==> src/rtl/multicycle_sequencer.sv <==
// ---------------------------------------------------------------------------
// multicycle_sequencer
//
// Control FSM for the multi-cycle RV32 core.  Every instruction walks through
// FETCH -> DECODE -> EXEC -> (MEM) -> (WB) and this block raises the stage
// enables for the PC, IR, ALU, data memory and register file along the way.
// It also watches the instruction/data memory ready handshakes with a
// bounded wait, traps on illegal opcodes or memory timeouts, and counts
// retired instructions.
//
// Parameters
//   MEM_TIMEOUT  cycles a memory request may wait with ready low (2..255)
//   CNT_W        width of the retired-instruction counter
//
// Ports
//   clk           system clock, rising edge
//   rst_n         synchronous active-low reset
//   opcode        instr[6:0] from the IR, valid from DECODE onward
//   imem_ready    instruction memory data valid (looked at in FETCH)
//   dmem_ready    data memory access complete (looked at in MEM)
//   branch_taken  ALU compare result (looked at in EXEC for branches)
//   imem_req      instruction fetch request
//   ir_we         IR load strobe
//   dmem_req      data memory request
//   dmem_we       data memory write (store)
//   dmem_rd       data memory read (load)
//   alu_op        00 add, 01 branch compare, 10 arithmetic
//   alu_src       1 selects the immediate as operand B
//   wb_sel        1 writes back memory data, 0 writes back the ALU result
//   rf_we         register file write enable
//   pc_we         PC update strobe
//   pc_sel        1 branch target, 0 PC+4
//   retire        one-cycle pulse when an instruction completes
//   retired_cnt   number of retired instructions (wraps)
//   trap          sticky error flag
//   trap_cause    01 illegal opcode, 10 imem timeout, 11 dmem timeout
//   state         debug view of the FSM state
// ---------------------------------------------------------------------------
module multicycle_sequencer #(
  parameter int MEM_TIMEOUT = 16,
  parameter int CNT_W       = 32
) (
  input  logic             clk,
  input  logic             rst_n,
  input  logic [6:0]       opcode,
  input  logic             imem_ready,
  input  logic             dmem_ready,
  input  logic             branch_taken,
  output logic             imem_req,
  output logic             ir_we,
  output logic             dmem_req,
  output logic             dmem_we,
  output logic             dmem_rd,
  output logic [1:0]       alu_op,
  output logic             alu_src,
  output logic             wb_sel,
  output logic             rf_we,
  output logic             pc_we,
  output logic             pc_sel,
  output logic             retire,
  output logic [CNT_W-1:0] retired_cnt,
  output logic             trap,
  output logic [1:0]       trap_cause,
  output logic [2:0]       state
);

  typedef enum logic [2:0] {
    ST_FETCH  = 3'd0,
    ST_DECODE = 3'd1,
    ST_EXEC   = 3'd2,
    ST_MEM    = 3'd3,
    ST_WB     = 3'd4,
    ST_TRAP   = 3'd7
  } state_t;

  typedef enum logic [2:0] {
    CLS_ILLEGAL   = 3'd0,
    CLS_BRANCH    = 3'd1,
    CLS_ARITH_IMM = 3'd2,
    CLS_ARITH_REG = 3'd3,
    CLS_LOAD      = 3'd4,
    CLS_STORE     = 3'd5
  } cls_t;

  localparam logic [1:0] CAUSE_ILLEGAL = 2'b01;
  localparam logic [1:0] CAUSE_IMEM    = 2'b10;
  localparam logic [1:0] CAUSE_DMEM    = 2'b11;

  localparam logic [1:0] ALU_ADD    = 2'b00;
  localparam logic [1:0] ALU_BRANCH = 2'b01;
  localparam logic [1:0] ALU_ARITH  = 2'b10;

  // The wait counter value seen in the last permitted wait cycle; one more
  // cycle with ready low makes the count reach MEM_TIMEOUT and traps.
  localparam logic [7:0] WAIT_LAST = 8'(MEM_TIMEOUT - 1);

  state_t            state_q, next_state;
  cls_t              cls_q, dec_cls;
  logic [7:0]        wait_cnt;
  logic              wait_inc, wait_clr, latch_cls;
  logic              trap_q;
  logic [1:0]        cause_q, next_cause;
  logic [CNT_W-1:0]  cnt_q;

  // Opcode classification.  Only the five supported major opcodes with the
  // mandatory 11 low bits are legal; everything else falls into
  // CLS_ILLEGAL so DECODE can send the FSM to TRAP.
  always_comb begin
    dec_cls = CLS_ILLEGAL;
    if (opcode[1:0] == 2'b11) begin
      case (opcode[6:2])
        5'b11000: dec_cls = CLS_BRANCH;
        5'b00100: dec_cls = CLS_ARITH_IMM;
        5'b01100: dec_cls = CLS_ARITH_REG;
        5'b00000: dec_cls = CLS_LOAD;
        5'b01000: dec_cls = CLS_STORE;
        default:  dec_cls = CLS_ILLEGAL;
      endcase
    end
  end

  // Next-state and strobe logic.  Strobes depend on the registered state,
  // the registered class and the live ready/branch inputs.  Every output is
  // defaulted low first, so a state only raises what it needs.  While
  // rst_n is low everything is forced low, which keeps the reset cycle
  // quiet and stops a pending retire from being counted when an
  // instruction is abandoned by reset.
  always_comb begin
    next_state = state_q;
    next_cause = cause_q;
    wait_inc   = 1'b0;
    wait_clr   = 1'b0;
    latch_cls  = 1'b0;
    imem_req   = 1'b0;
    ir_we      = 1'b0;
    dmem_req   = 1'b0;
    dmem_we    = 1'b0;
    dmem_rd    = 1'b0;
    alu_op     = ALU_ADD;
    alu_src    = 1'b0;
    wb_sel     = 1'b0;
    rf_we      = 1'b0;
    pc_we      = 1'b0;
    pc_sel     = 1'b0;
    retire     = 1'b0;

    case (state_q)
      ST_FETCH: begin
        imem_req = 1'b1;
        if (imem_ready) begin
          ir_we      = 1'b1;
          wait_clr   = 1'b1;
          next_state = ST_DECODE;
        end else begin
          wait_inc = 1'b1;
          if (wait_cnt == WAIT_LAST) begin
            next_state = ST_TRAP;
            next_cause = CAUSE_IMEM;
          end
        end
      end

      ST_DECODE: begin
        latch_cls = 1'b1;
        wait_clr  = 1'b1;
        if (dec_cls == CLS_ILLEGAL) begin
          next_state = ST_TRAP;
          next_cause = CAUSE_ILLEGAL;
        end else begin
          next_state = ST_EXEC;
        end
      end

      ST_EXEC: begin
        case (cls_q)
          CLS_BRANCH: begin
            alu_op     = ALU_BRANCH;
            pc_we      = 1'b1;
            pc_sel     = branch_taken;
            retire     = 1'b1;
            next_state = ST_FETCH;
          end
          CLS_ARITH_IMM: begin
            alu_op     = ALU_ARITH;
            alu_src    = 1'b1;
            next_state = ST_WB;
          end
          CLS_ARITH_REG: begin
            alu_op     = ALU_ARITH;
            next_state = ST_WB;
          end
          CLS_LOAD, CLS_STORE: begin
            alu_op     = ALU_ADD;
            alu_src    = 1'b1;
            next_state = ST_MEM;
          end
          default: begin
            next_state = ST_TRAP;
            next_cause = CAUSE_ILLEGAL;
          end
        endcase
      end

      ST_MEM: begin
        dmem_req = 1'b1;
        dmem_rd  = (cls_q == CLS_LOAD);
        dmem_we  = (cls_q == CLS_STORE);
        alu_op   = ALU_ADD;
        alu_src  = 1'b1;
        if (dmem_ready) begin
          wait_clr = 1'b1;
          if (cls_q == CLS_STORE) begin
            pc_we      = 1'b1;
            retire     = 1'b1;
            next_state = ST_FETCH;
          end else begin
            next_state = ST_WB;
          end
        end else begin
          wait_inc = 1'b1;
          if (wait_cnt == WAIT_LAST) begin
            next_state = ST_TRAP;
            next_cause = CAUSE_DMEM;
          end
        end
      end

      ST_WB: begin
        rf_we      = 1'b1;
        wb_sel     = (cls_q == CLS_LOAD);
        pc_we      = 1'b1;
        pc_sel     = 1'b0;
        retire     = 1'b1;
        next_state = ST_FETCH;
      end

      ST_TRAP: begin
        next_state = ST_TRAP;
      end

      default: begin
        next_state = ST_FETCH;
      end
    endcase

    if (!rst_n) begin
      imem_req = 1'b0;
      ir_we    = 1'b0;
      dmem_req = 1'b0;
      dmem_we  = 1'b0;
      dmem_rd  = 1'b0;
      alu_op   = ALU_ADD;
      alu_src  = 1'b0;
      wb_sel   = 1'b0;
      rf_we    = 1'b0;
      pc_we    = 1'b0;
      pc_sel   = 1'b0;
      retire   = 1'b0;
    end
  end

  // State register plus the bookkeeping that rides along with it: the
  // latched opcode class, the memory wait counter, the sticky trap flag and
  // its cause, and the retired-instruction counter.  The wait counter is
  // also cleared whenever a handshake completes so a slow data access never
  // eats into the next fetch's allowance.  The cause is captured only on
  // the transition into TRAP and held from then on.
  always_ff @(posedge clk) begin
    if (!rst_n) begin
      state_q  <= ST_FETCH;
      cls_q    <= CLS_ILLEGAL;
      wait_cnt <= 8'd0;
      trap_q   <= 1'b0;
      cause_q  <= 2'b00;
      cnt_q    <= '0;
    end else begin
      state_q <= next_state;
      if (latch_cls) begin
        cls_q <= dec_cls;
      end
      if (wait_clr) begin
        wait_cnt <= 8'd0;
      end else if (wait_inc) begin
        wait_cnt <= wait_cnt + 8'd1;
      end
      if ((next_state == ST_TRAP) && (state_q != ST_TRAP)) begin
        trap_q  <= 1'b1;
        cause_q <= next_cause;
      end
      if (retire) begin
        cnt_q <= cnt_q + CNT_W'(1);
      end
    end
  end

  assign retired_cnt = cnt_q;
  assign trap        = trap_q;
  assign trap_cause  = cause_q;
  assign state       = state_q;

endmodule

==> config.mk <==
export PLATFORM = sky130hd
export DESIGN_NAME = multicycle_sequencer
export DESIGN_NICKNAME = d
export VERILOG_FILES = /design/src/rtl/multicycle_sequencer.sv
export SDC_FILE = /design/constraint.sdc
export NUM_CORES = 1
export LEC_CHECK = 0
export ABC_CLOCK_PERIOD_IN_PS = 3150
export CAP_MARGIN = 20
export CORE_UTILIZATION = 50
export CTS_CLUSTER_DIAMETER = 150
export DETAILED_ROUTE_END_ITERATION = 7
export GPL_ROUTABILITY_DRIVEN = 1
export PLACE_DENSITY = 0.8
export SLEW_MARGIN = 0
export SYNTH_ARGS = -nofsm -noshare
export SYNTH_HDL_FRONTEND = slang
export SYNTH_SLANG_ARGS = --single-unit
export TNS_END_PERCENT = 1
==> constraint.sdc <==
create_clock -name clk -period 3.15 [get_ports clk]
set_clock_uncertainty 0.2 [all_clocks]
set_input_delay 0.4725 -clock clk [delete_from_list [all_inputs] [get_ports clk]]
set_output_delay 0.4725 -clock clk [all_outputs]
set_load 0.01 [all_outputs]
==> summary.md, run 1 <==
| Metric | Value |
|---|---|
| Final Max Slew Viols | `0` |
| Post-synth net total | `between 300 and 400` |
| Post-Place Cells | `approximately 460` |
| I/O Pins | `between 60 and 70` |
| FF-to-FF Start | `cls_q[1]` |
| CTS clk-pin slew, worst paths | `~0.09 ns` |
| Antenna cells | `0` |
| Cell variety after synth | `53` |
| Share of cells above drive strength 1 | `under 10%` |
| Vias/cell | `approximately 5.5` |
| Die area | `5580 um^2` |
| Largest net degree at the start of global routing | `29` |
| Root buf cell | `clkbuf_8` |
| Num CTS Buffers | `5` |
| Hold path depth | `1` |
| Clock sink count | `between 40 and 50` |
| Final hold slack | `~0.28 ns` |
| Final hold viol count | `0` |
| Nets | `between 400 and 500` |
| Post-DRT Antenna Nets | `0` |
| R2r setup slk | `roughly 0.48 ns` |
| Die span in x | `roughly 75 um` |
| RSZ-0062 raised after global routing | `false` |
| Worst slack, placed | `0.156 ns` |
| Post-synth top area share | `a little under two fifths` |
| Ranking of synthesized cells by area | `dfxtp_1 (37%), nand2_1 (6.3%), nor2_1 (6.1%)` |
| Worst R2R Path Depth | `8` |
| Routed Wire Length | `roughly 6300 um` |
| DR vias | `2611` |
| Area Growth Syn to Fin | `30.5%` |
| Hold buffers post-CTS | `0` |
| GRT Total Usage | `between 20% and 30%` |
| Core area | `approximately 5100 um^2` |
| Critical path type | `primary input to output port` |
| Skew-Pair Late Insertion Delay | `0.32 ns` |
| Required time of the critical path | `between 2 and 2.5 ns` |
| Seq/Total Area, Yosys | `37.1%` |
| Final setup margin | `0.190 ns` |
| Initial antenna violation count | `0` |
| CP arrival | `between 2 and 2.5 ns` |
| GP Congestion | `0.876` |
| Post-CTS sizing | `0` |
| GRT overflow | `0` |
| Mean area per synthesized cell | `approximately 8 um^2` |
| Gate Count Post-Synth | `~340` |
| Initial Utilization | `between 50 and 60%` |
| Fmax | `338 MHz` |
| Post-Syn Area | `roughly 2600 um^2` |
| Max clock buf depth | `2` |
| PortBufs | `62` |
| FP Rows | `26` |
| Primary FF master, synth | `dfxtp_1` |
| Crit. End Element | `output port` |
| Min cycle time layout | `roughly 3 ns` |
| Worst R2R End | `trap_cause[0]` |
| Lkg Pwr | `around 1.2 nW` |
| Synth cell count leaders | `dfxtp_1 (49), nand2_1 (44), nor2_1 (43), a21oi_1 (18), xor2_1 (14)` |
| Post-CTS Setup Bufs | `0` |
| CP max FO | `3` |
| Peak supply drop | `~0.36 mV` |
| Vias in the first global route | `between 2k and 2.5k` |
| Hold Path End | `retired_cnt[31]` |
| H-tree lvl count | `2` |
| Area leader, netlist | `dfxtp_1` |
| Seq cells post-synth | `between 40 and 50` |
| Synth warn | `0` |
| Final TNS setup | `0 ns` |
| Worst-Margin Slew | `between 0.8 and 0.9 ns` |
| Async set or reset register ratio after synthesis | `0%` |
| Worst hold path type | `register to register` |
| DIE HEIGHT | `approximately 75 um` |
| Max-cap check violation count | `0` |
| Count leader, synth | `dfxtp_1` |
| HPWL Detailed | `4690 um` |
| EDFF count, synth | `0` |
| Tcrit/Tclk final | `94.0%` |
| Final instance area | `about 3400 um^2` |
| Setup Viol. Count Final | `0` |
| Max-slew headroom | `between 40% and 50%` |
| DRT iter0 DRCs | `173` |
| Status | `finished, final reports clean` |
| Cell Area, Placed | `~3400 um^2` |
| CTS tree | `done` |
| CP startpoint kind | `primary input` |
| Drt wl/cell | `13.4 um` |
| Power per Cell Area | `about 460 nW/um^2` |
| First-pass GRT wire length | `a little under 10000 um` |
| DR DRC count | `0` |
| Pre-antenna DRT Iters | `7` |
| Hold Crit Start | `retired_cnt[31]` |
| Layout Cells excl Fill | `471` |
## worst max-delay path, cell delays in order
cell and delay [ns]:
clkdlybuf4s50_1 0.45, and3_1 0.23, o211a_4 0.26, o21ai_2 0.14
buf_4 0.15, clkinv_1 0.10, clkdlybuf4s50_1 0.49
## kinds of logic after synthesis
kind of cell    Yosys count  share of synthesized area (%)
simple gates            167                           31.7
flops                    49                           37.1
xor+xnor                 20                           6.63
fa+ha+maj                 6                           2.75
compound gates           59                           14.6
buf+inv                  30                           4.92
mux                       6                           2.27
## per-layer routing
layer  global-route usage, %  share of wire, %  routed length (um)
met4                    9.64               1.9                 123
met5                       0                 0                   0
met2                    37.3                48                3000
met3                    4.42               5.0                 315
met1                    30.3                46                2870
## sequential cells by signal (all words and copies together), names as in the netlist
register,cells
state,3
retired_cnt,32
wait_cnt,8
trap_cause,2
cls_q,3
trap,1
## layout make-up
class | count | area [um^2]
fillers | 448 | 1660
multi-input cells | 258 | 1530
flip-flops and latches | 49 | 982
repair buffers | 73 | 703
well taps | 70 | 87.6
clock buffers | 5 | 68.8
inverters | 13 | 48.8
clock inverters | 3 | 26.3
## power breakdown
part	total [W]	switching, W	internal, W
Clock	0.000403	0.000241	0.000162
Sequential	0.000690	0.0000404	0.000649
Combinational	0.000480	0.000272	0.000208
Total	0.00157	0.000553	0.00102
## metrics by stage
step           utilization, %  total power, W
2_1_floorplan               -        0.000995
3_3_place_gp             65.6         0.00117
3_5_place_dp             65.6         0.00117
4_1_cts                  67.5         0.00157
5_1_grt                  67.5         0.00166
6_report                 67.5         0.00157
## layout by cell type, fill, tap and decap left out, types with 3 or more instances in the layout
master and count:
o31ai_1 7, buf_4 11, ha_1 5, nand4_1 10, or3_1 5, nand2_1 44, or4_1 5, mux2i_1 6
o211ai_1 4, xnor2_1 6, nor4_1 7, clkbuf_8 5, nand2b_1 8, and3_1 6, nand3_1 11, xor2_1 14
nor2_1 43, nand3b_1 3, o21ai_0 12, clkdlybuf4s50_1 62, nor3_1 10, a21oi_1 18, and2_1 3, inv_1 12
dfxtp_1 48
## worst max-delay path by stage
stage / from / endpoint / slack [ns] / cells after the start
4_1_cts: state[2] / retire / 0.13 / 6
5_1_grt: dmem_ready / pc_we / 0.10 / 7
2_1_floorplan: state[1] / retired_cnt[22] / 0.71 / 8
3_5_place_dp: dmem_ready / retired_cnt[28] / 0.16 / 7
6_report: dmem_ready / retire / 0.19 / 7
3_3_place_gp: dmem_ready / retired_cnt[26] / 0.18 / 7
Power figures use the tool's default switching activity.
==> inputs of run 2 (changes only) <==
MAX_ROUTING_LAYER = met4   (was not set)
==> run 2 against run 1 <==
Sequential power hardly changed. Via count is 0.19% lower. Global-route usage is 0.73 points higher. Combinational power hardly changed. Power hardly changed. Final cell count stayed put. Critical path depth stayed put. Register-to-register slack hardly changed. Worst setup slack better by 0.0041 ns. Count of clock-buffer cells in the layout stayed put. Sequential cell count stayed put. Fmax is 0.14% higher. Critical path type unchanged.
==> summary.md, run 2 (synthesis results as in run 1) <==
| Metric | Value |
|---|---|
| FP Rows | `26 (unchanged)` |
| Die area | `5580 um^2 (unchanged)` |
| DRT iter0 DRCs | `174 (was 173)` |
| Final TNS setup | `0 ns (unchanged)` |
| Comb pwr share | `30.5% (about the same)` |
| Skew-Pair Late Insertion Delay | `0.32 ns (about the same)` |
| Setup Viol. Count Final | `0 (unchanged)` |
| Vias in the first global route | `2241 (was 2238)` |
| Final instance area | `3450 um^2 (unchanged)` |
| Layout Cells excl Fill | `471 (unchanged)` |
| Switch share | `35.2% (about the same)` |
| Bufs and invs on worst path | `4 (unchanged)` |
| Worst path most repeated cell | `clkdlybuf4s50_1 (unchanged)` |
| Internal | `0.00102 W (about the same)` |
| CP cell instances | `clkdlybuf4s50_1, and3_1, o211a_4, o21ai_2, buf_4, clkinv_1, clkdlybuf4s50_1 (unchanged)` |
| Critical path type | `primary input to output port (unchanged)` |
| Post-CTS sizing | `0 (unchanged)` |
| Required time of the critical path | `2.48 ns (about the same)` |
| Post-CTS Setup Bufs | `0 (unchanged)` |
| Most frequent cells in the layout | `clkdlybuf4s50_1 (62), dfxtp_1 (48), nand2_1 (44) (unchanged)` |
| CTS clk-pin slew, worst paths | `0.09 ns (about the same)` |
| CP max FO | `3 (unchanged)` |
| Cell Area, Placed | `3350 um^2 (unchanged)` |
| Share of cells above drive strength 1 | `6.48% (unchanged)` |
| Area Growth Syn to Fin | `30.5% (unchanged)` |
| Pre-antenna DRT Iters | `7 (unchanged)` |
| Seq pwr share | `43.8% (was 43.9%)` |
| Post-DRT Antenna Nets | `0 (unchanged)` |
| HPWL Detailed | `4690 um (unchanged)` |
| Initial Utilization | `51.7% (unchanged)` |
| CP max-delay cell | `clkdlybuf4s50_1 (unchanged)` |
| Final setup margin | `0.194 ns (was 0.190 ns)` |
| GRT overflow | `0 (unchanged)` |
| Vias/cell | `5.53 (was 5.54)` |
| Final Max Slew Viols | `0 (unchanged)` |
| Top delay family on crit path | `buffers and inverters (unchanged)` |
| Sw Pwr | `0.000554 W (was 0.000553 W)` |
| Worst-Margin Slew | `0.819 ns (was 0.818 ns)` |
| Max FFs per register | `32 (unchanged)` |
| FILL cells | `448 (unchanged)` |
| GRT Total Usage | `23.8% (was 23.1%)` |
| Hold buffers post-CTS | `0 (unchanged)` |
| DR DRC count | `0 (unchanged)` |
| Routed Wire Length | `6330 um (was 6310 um)` |
| Max-slew headroom | `44.9% (was 45.0%)` |
| Root buf cell | `clkbuf_8 (unchanged)` |
| GP Congestion | `0.891 (was 0.876)` |
| Tcrit/Tclk final | `93.8% (was 94.0%)` |
| Fmax | `338 MHz (about the same)` |
| Max clock buf depth | `2 (unchanged)` |
| DIE HEIGHT | `74.7 um (unchanged)` |
| RSZ-0062 raised after global routing | `false (unchanged)` |
| Worst hold path type | `register to register (unchanged)` |
| CP arrival | `2.28 ns (was 2.29 ns)` |
| Post-Place Cells | `463 (unchanged)` |
| Antenna cells | `0 (unchanged)` |
| I/O Pins | `63 (unchanged)` |
| Crit. End Element | `output port (unchanged)` |
| Critical Path Max Stage Delay | `0.49 ns (about the same)` |
| Die span in x | `74.7 um (unchanged)` |
| Peak supply drop | `0.358 mV (about the same)` |
| Commonest non-fill, non-tap cell in the layout | `clkdlybuf4s50_1 (unchanged)` |
| Largest net degree at the start of global routing | `29 (unchanged)` |
| Worst slack, placed | `0.156 ns (unchanged)` |
| Num CTS Buffers | `5 (unchanged)` |
| PortBufs | `62 (unchanged)` |
| Max-cap check violation count | `0 (unchanged)` |
| CTS tree | `done (unchanged)` |
| Drt wl/cell | `13.4 um (about the same)` |
| Status | `finished, final reports clean (unchanged)` |
| Clock sink count | `49 (unchanged)` |
| Min cycle time layout | `2.96 ns (about the same)` |
| DR vias | `2606 (was 2611)` |
| Power per Cell Area | `456 nW/um^2 (about the same)` |
| Nets | `417 (unchanged)` |
| Clock power frac | `25.6% (about the same)` |
| First-pass GRT wire length | `9940 um (was 9950 um)` |
| H-tree lvl count | `2 (unchanged)` |
| Core area | `5110 um^2 (unchanged)` |
| CP startpoint kind | `primary input (unchanged)` |
| Final hold viol count | `0 (unchanged)` |
| Initial antenna violation count | `0 (unchanged)` |
| Lkg Pwr | `1.20 nW (unchanged)` |
==> run 2: cell counts in the layout (fill, tap and decap cells not counted) <==
No cell type changed its count.
==> run 2: worst register-to-register path: cells and delay by family, from the launching register on <==
kind / cells / cell delay, ns
adder cells (fa/ha/maj): 1 / 0.24
AO/OA/AOI/OAI: 4 / 0.77
flip-flops: 1 / 0.51
AND/OR/NAND/NOR: 2 / 0.71
buffers and inverters: 1 / 0.13
==> run 2: metal layers <==
metal	GRT usage, %	wire [um]	vias to the layer above
li1	-	-	1313
met2	37.4	3000	74
met1	30.2	2890	1208
met3	4.42	319	11
met4	9.64	123	0
met5	-	0	-
==> run 2: path summary, 6_finish.rpt <==
kind / start / to / slack (ns) / depth (start not counted)
max: dmem_ready / retire / 0.19 / 7
min: retired_cnt[31] / retired_cnt[31] / 0.28 / 1
max reg2reg: cls_q[1] / trap_cause[0] / 0.48 / 8
min reg2reg: retired_cnt[31] / retired_cnt[31] / 0.28 / 1
==> run 2: per-stage QoR <==
step | util, % | hold slack, ns | total power [W]
CTS | 67.5 | 0.284 | 0.00157
finish | 67.5 | 0.279 | 0.00157
global placement | 65.6 | 0.252 | 0.00117
global route | 67.5 | 0.297 | 0.00166
detailed placement | 65.6 | 0.265 | 0.00117
floorplan | - | 0.258 | 0.000995
==> run 2: power groups by stage <==
stage,sequential (W),clock (W),combinational (W)
after floorplan,0.000697,0,0.000298
after global placement,0.000702,0,0.000468
after CTS,0.000688,0.000408,0.000476
after detailed placement,0.000702,0,0.000471
final,0.000690,0.000403,0.000480
after global routing,0.000694,0.000432,0.000533
==> run 2: area by class of cell <==
class / instances / area (um^2) / area share [%]
tap: 70 / 87.6 / 2.54
inverter: 13 / 48.8 / 1.42
timing repair buffer: 73 / 703 / 20.4
sequential: 49 / 982 / 28.5
clock inverter: 3 / 26.3 / 0.762
clock buffer: 5 / 68.8 / 2.00
multi-input combinational: 258 / 1530 / 44.4
